--- config.mk ---
export PLATFORM = sky130hd
export DESIGN_NAME = fft_stream_host
export DESIGN_NICKNAME = d
export VERILOG_FILES = /design/src/rtl/fft_stream_host.sv
export SDC_FILE = /design/constraint.sdc
export NUM_CORES = 2
export LEC_CHECK = 0
export BUFFER_PORTS_ARGS = -buffer_cell sky130_fd_sc_hd__buf_2
export CAP_MARGIN = 20
export CORE_UTILIZATION = 30
export CTS_CLUSTER_DIAMETER = 40
export DETAILED_ROUTE_END_ITERATION = 10
export GPL_ROUTABILITY_DRIVEN = 0
export PLACE_DENSITY_LB_ADDON = 0.2
export SLEW_MARGIN = 20
export SYNTH_ARGS = -nofsm -noshare
export SYNTH_HDL_FRONTEND = slang
export SYNTH_SLANG_ARGS = --single-unit
--- constraint.sdc ---
create_clock -name clk -period 11.94 [get_ports clk]
set_input_delay 1.194 -clock clk [delete_from_list [all_inputs] [get_ports clk]]
set_output_delay 1.194 -clock clk [all_outputs]
set_load 0.02 [all_outputs]
--- src/rtl/fft_stream_host.sv ---
// rtl/fft_stream_host.sv - frame-buffered radix-2 butterfly engine with stream in/out and LFSR payload
// Samples are loaded into a local frame, transformed in place one butterfly per cycle, then streamed out.
module fft_stream_host #(
    parameter int          N_POINTS   = 8,
    parameter int          DATA_WIDTH = 16,
    parameter logic [39:0] GEN_SEED   = 40'h123456789A
) (
    input  logic                  clk,
    input  logic                  rst,
    input  logic                  in_valid,
    output logic                  in_ready,
    input  logic [DATA_WIDTH-1:0] in_real,
    input  logic [DATA_WIDTH-1:0] in_imag,
    input  logic [1:0]            mode,
    input  logic                  mix_en,
    input  logic [DATA_WIDTH-1:0] mix_word,
    output logic [39:0]           gen_word,
    output logic                  out_valid,
    input  logic                  out_ready,
    output logic [DATA_WIDTH-1:0] out_real,
    output logic [DATA_WIDTH-1:0] out_imag,
    output logic                  out_last,
    output logic                  busy,
    output logic                  overflow
);
    localparam int LOG2 = $clog2(N_POINTS);
    localparam int SW   = (LOG2 > 1) ? $clog2(LOG2) : 1;
    localparam int KW   = LOG2 - 1;
    localparam logic [39:0]     SEED       = (GEN_SEED == 40'd0) ? 40'd1 : GEN_SEED;
    localparam logic [SW-1:0]   LAST_STAGE = SW'(LOG2 - 1);
    localparam logic [KW-1:0]   LAST_K     = {KW{1'b1}};
    localparam logic [LOG2-1:0] LAST_IDX   = {LOG2{1'b1}};

    typedef enum logic [1:0] {LOAD, COMPUTE, MIX, UNLOAD} state_t;

    state_t                state;
    logic [DATA_WIDTH-1:0] re_mem [N_POINTS];
    logic [DATA_WIDTH-1:0] im_mem [N_POINTS];
    logic [LOG2-1:0]       idx;
    logic [SW-1:0]         stage;
    logic [KW-1:0]         k;
    logic                  scaled;
    logic                  bypass;
    logic                  mix_lat;
    logic [39:0]           lfsr;

    logic [LOG2-1:0]       span, k_ext, bf_i, bf_j;
    logic [DATA_WIDTH-1:0] a_re, b_re, a_im, b_im;
    logic [DATA_WIDTH:0]   s_re, d_re, s_im, d_im;
    logic                  bf_ovf;

    function automatic logic [DATA_WIDTH-1:0] trim(input logic [DATA_WIDTH:0] v, input logic sc);
        return sc ? v[DATA_WIDTH:1] : v[DATA_WIDTH-1:0];
    endfunction

    function automatic logic wide_ovf(input logic [DATA_WIDTH:0] v);
        return v[DATA_WIDTH] ^ v[DATA_WIDTH-1];
    endfunction

    // Butterfly k of a stage: insert a zero at bit 'stage' of k to get the lower index.
    always_comb begin
        span   = LOG2'(1) << stage;
        k_ext  = LOG2'(k);
        bf_i   = (((k_ext >> stage) << stage) << 1) | (k_ext & (span - LOG2'(1)));
        bf_j   = bf_i | span;
        a_re   = re_mem[bf_i];
        b_re   = re_mem[bf_j];
        a_im   = im_mem[bf_i];
        b_im   = im_mem[bf_j];
        s_re   = {a_re[DATA_WIDTH-1], a_re} + {b_re[DATA_WIDTH-1], b_re};
        d_re   = {a_re[DATA_WIDTH-1], a_re} - {b_re[DATA_WIDTH-1], b_re};
        s_im   = {a_im[DATA_WIDTH-1], a_im} + {b_im[DATA_WIDTH-1], b_im};
        d_im   = {a_im[DATA_WIDTH-1], a_im} - {b_im[DATA_WIDTH-1], b_im};
        bf_ovf = !scaled && (wide_ovf(s_re) || wide_ovf(d_re) || wide_ovf(s_im) || wide_ovf(d_im));
    end

    always_ff @(posedge clk or posedge rst) begin
        if (rst) begin
            state    <= LOAD;
            idx      <= '0;
            stage    <= '0;
            k        <= '0;
            scaled   <= 1'b0;
            bypass   <= 1'b0;
            mix_lat  <= 1'b0;
            overflow <= 1'b0;
            lfsr     <= SEED;
            for (int n = 0; n < N_POINTS; n++) begin
                re_mem[n] <= '0;
                im_mem[n] <= '0;
            end
        end else begin
            // The payload generator idles only while waiting for input.
            if (state != LOAD || in_valid)
                lfsr <= {lfsr[38:0], lfsr[39] ^ lfsr[37] ^ lfsr[20] ^ lfsr[18]};
            case (state)
                LOAD: if (in_valid) begin
                    re_mem[idx] <= in_real;
                    im_mem[idx] <= in_imag;
                    idx         <= idx + 1'b1;
                    if (idx == '0) begin
                        scaled   <= (mode == 2'd1);
                        bypass   <= (mode == 2'd2);
                        mix_lat  <= mix_en;
                        overflow <= 1'b0;
                    end
                    if (idx == LAST_IDX) begin
                        stage <= '0;
                        k     <= '0;
                        if (bypass) state <= mix_lat ? MIX : UNLOAD;
                        else        state <= COMPUTE;
                    end
                end
                COMPUTE: begin
                    re_mem[bf_i] <= trim(s_re, scaled);
                    re_mem[bf_j] <= trim(d_re, scaled);
                    im_mem[bf_i] <= trim(s_im, scaled);
                    im_mem[bf_j] <= trim(d_im, scaled);
                    overflow     <= overflow | bf_ovf;
                    k            <= k + 1'b1;
                    if (k == LAST_K) begin
                        if (stage == LAST_STAGE) begin
                            stage <= '0;
                            state <= mix_lat ? MIX : UNLOAD;
                        end else begin
                            stage <= stage + 1'b1;
                        end
                    end
                end
                MIX: begin
                    for (int n = 0; n < N_POINTS; n++)
                        re_mem[n] <= re_mem[n] ^ mix_word;
                    state <= UNLOAD;
                end
                UNLOAD: if (out_ready) begin
                    idx <= idx + 1'b1;
                    if (idx == LAST_IDX) state <= LOAD;
                end
                default: state <= LOAD;
            endcase
        end
    end

    assign in_ready  = (state == LOAD);
    assign out_valid = (state == UNLOAD);
    assign busy      = (state == COMPUTE) || (state == MIX);
    assign out_last  = (state == UNLOAD) && (idx == LAST_IDX);
    assign out_real  = (state == UNLOAD) ? re_mem[idx] : '0;
    assign out_imag  = (state == UNLOAD) ? im_mem[idx] : '0;
    assign gen_word  = lfsr;

endmodule

==> metrics.md <==
| Metric | Value |
|---|---|
| Outcome | finished clean |
| Grt ovf | 0 |
| Initial Utilization | between 30% and 40% |
| Gr usage total | 30.3% |
| Fmax | between 100 and 150 MHz |
| Synth warn | 0 |
| Max clock buf depth | 3 |
| Postcts setup bufs | 0 |
| Top post-synthesis cells by area | dfrtp_1, nor2_1, a221oi_1, a22oi_1, a21oi_1 |
| CP Max Fanout | 64 |
| FP Rows | 111 |
| RSZ-0062 raised after global routing | false |
| Worst-path clk slew | 0.05 ns |
| Clock Latency Late Sink | 0.66 ns |
| Initial antenna violation count | 3 |
| Vias in the first global route | 30,000 |
| Routed wire length | about 150 mm |
| CTS Root Cell | clkbuf_16 |
| Mapped Area | 27,800 sq um |
| Routed length per instance | around 31 um |
| Width of the die | between 300 and 400 um |
| Ys flop type | dfrtp_1 |
| Number of distinct library cells after synthesis | 89 |
| Slew Limit Fails | 0 |
| Critical Path, Cell by Cell | inv_4 -> buf_4 -> nand3_4 -> buf_4 -> o22ai_1 -> nor3_1 -> o211a_1 -> ha_1 -> or3_1 -> nor2_1 -> o311ai_1 -> a21oi_2 -> a211oi_1 -> xnor2_1 -> mux2i_1 -> o211ai_1 -> a221oi_1 |
| Crit path DAT | about 7.7 ns |
| Setup violators final | 0 |
| I/O pins | between 100 and 150 |
| Crit path launch type | flop |
| Full die area | 93,900 sq um |
| Final hold vios | 0 |
| Yosys reg bits | 309 |
| Layout cell share with drive strength beyond 1 | 14.8% |
| Synth area leader | dfrtp_1 |
| Mapped Cells | 3,545 |
| Most frequent cells in the layout | nor2_1, dfrtp_1, a21oi_1 |
| Fin crit share | 59.5% |
| Fill cell count | 9,619 |
| Mean Syn Cell Area | roughly 8 sq um |
| Max Cap Viol | 0 |
| Commonest non-fill, non-tap cell in the layout | nor2_1 |
| Post-synthesis sequential area ratio | 27.9% |
| Vias per inst | 6.68 |
| Hold depth | 2 |
| Worst setup EP type | flop |
| Drt first pass iters | 7 |
| Crit path largest cell delay | a little under 0.8 ns |
| Hold buffer count at cts | 0 |
| TNS Setup | 0 ns |
| Critical Path RT | around 12 ns |
| Number of flops mapped to enable cells by yosys | 0 |
| First-pass GRT wire length | 212 mm |
| H-tree Lvls | 3 |
| Layout area overhead | 16.4% |
| Crit path kind | flop to flop |
| Most used cell, CP | buf_4 |
| Clock buffer count from CTS | around 80 |
| Max_slew headroom | 17.6% |
| Sink Count | 309 |
| Antenna-violating nets left | 0 |
| CTS tree | done |
| Post-synth top area share | a little over a quarter |
| Syn_nets | 3,676 |
| NumNets Final | between 3,000 and 4,000 |
| Skew final | 0.0336 ns |
| Worst slew pin tran | 1.24 ns |
| Worst R2R Path Depth | 17 |
| Post-layout min period | roughly 7.1 ns |
| Drt first-iter violations | 4,190 |
| IO buf count | about 130 |
| Core area | ~92,000 sq um |
| HPWL after DPL | 92.4 mm |
| Largest net degree at the start of global routing | 83 |
| Chip height | between 300 and 400 um |
| DRC viols | 0 |
| PostCTS Resize Cnt | 0 |
| Async S/R FF share, synth | 100% |
| Hold Crit Class | flop to flop |
| Slowest CP cell | buf_4 |
| Vias | 31,700 |
[worst max-delay path, delay by kind of cell, from the launching register on]
kind                       cells  cell delay [ns]
DFF                            1             0.74
buffers and inverters          3             1.80
and+or+nand+nor                4             1.35
AOI/OAI and AO/OA              7             1.66
muxes                          1             0.77
xor gates and xnor gates       1             0.20
adders and majority gates      1             0.44
[area by class of cell]
type / instances / area, sq um / area share [%]
Multi-Input combinational cell: 2810 / 18700 / 57.8
Sequential cell: 309 / 7760 / 24.0
Clock buffer: 100 / 2220 / 6.86
Tap cell: 1186 / 1480 / 4.59
Timing Repair Buffer: 221 / 1330 / 4.11
Clock inverter: 44 / 543 / 1.68
Inverter: 81 / 314 / 0.971
Antenna cell: 1 / 2.50 / 0.00773
[metal layers]
metal  GRT usage [%]  part of all wire [%]  up-vias
met4            18.6                   6.7        2
met3            7.56                    11      577
met2            45.3                    43     2292
met5               0                 0.011        -
li1                -                     -    13500
met1            38.9                    39    15400
[metrics by stage]
| stage | hold slack [ns] | cells | worst slack, ns | utilization [%] | instance area, sq um |
|---|---|---|---|---|---|
| after detailed placement | 0.505 | 4607 | 5.02 | 32.3 | 29600 |
| after CTS | 0.515 | 4751 | 5.03 | 35.3 | 32300 |
| after floorplan | 0.472 | 3545 | 2.23 | - | 27800 |
| after global placement | 0.498 | 4607 | 5.08 | 32.3 | 29600 |
| after global routing | 0.536 | 4751 | 4.47 | 35.3 | 32300 |
| final | 0.515 | 4752 | 4.83 | 35.3 | 32400 |
[worst paths after layout]
path                                           end  slack (ns)                   start
hold / removal              im_mem[10]$_DFFE_PP0P_        0.52  im_mem[10]$_DFFE_PP0P_
min in group asynchronous   im_mem[69]$_DFFE_PP0P_        0.65                     rst
setup / recovery           re_mem[106]$_DFFE_PP0P_        4.83        k[0]$_DFFE_PP0P_
max in group asynchronous  re_mem[115]$_DFFE_PP0P_        8.95                     rst
hold reg to reg             im_mem[10]$_DFFE_PP0P_        0.52  im_mem[10]$_DFFE_PP0P_
setup reg to reg           re_mem[106]$_DFFE_PP0P_        4.83        k[0]$_DFFE_PP0P_
[synthesized netlist by cell type, types with 80 or more instances]
| cell | n |
|---|---|
| a21oi_1 | 244 |
| a221oi_1 | 185 |
| nand2_1 | 211 |
| mux2i_1 | 91 |
| clkbuf_1 | 304 |
| a211oi_1 | 91 |
| nor2_1 | 499 |
| nor3_1 | 80 |
| o22ai_1 | 147 |
| xor2_1 | 103 |
| inv_1 | 80 |
| o21ai_0 | 156 |
| dfrtp_1 | 292 |
| a22oi_1 | 176 |
[flip-flops by register name, summed over array words and instances, names as in the netlist]
register  flops
bypass        1
gen_word     40
idx           3
im_mem      128
k             2
mix_lat       1
overflow      1
re_mem      128
scaled        1
stage         2
state         2
[cells by family after synthesis]
group / Yosys count / synth area share (%)
AO/OA/AOI/OAI: 1435 / 36.8
adder cells (fa/ha/maj): 76 / 3.48
XOR/XNOR: 156 / 4.92
AND/OR/NAND/NOR: 996 / 15.5
multiplexers: 147 / 5.55
flip-flops: 309 / 27.9
buffers and inverters: 426 / 5.82
Power is not shown: default switching activity piles up to over one toggle a cycle in this logic, so the estimate is an artifact.
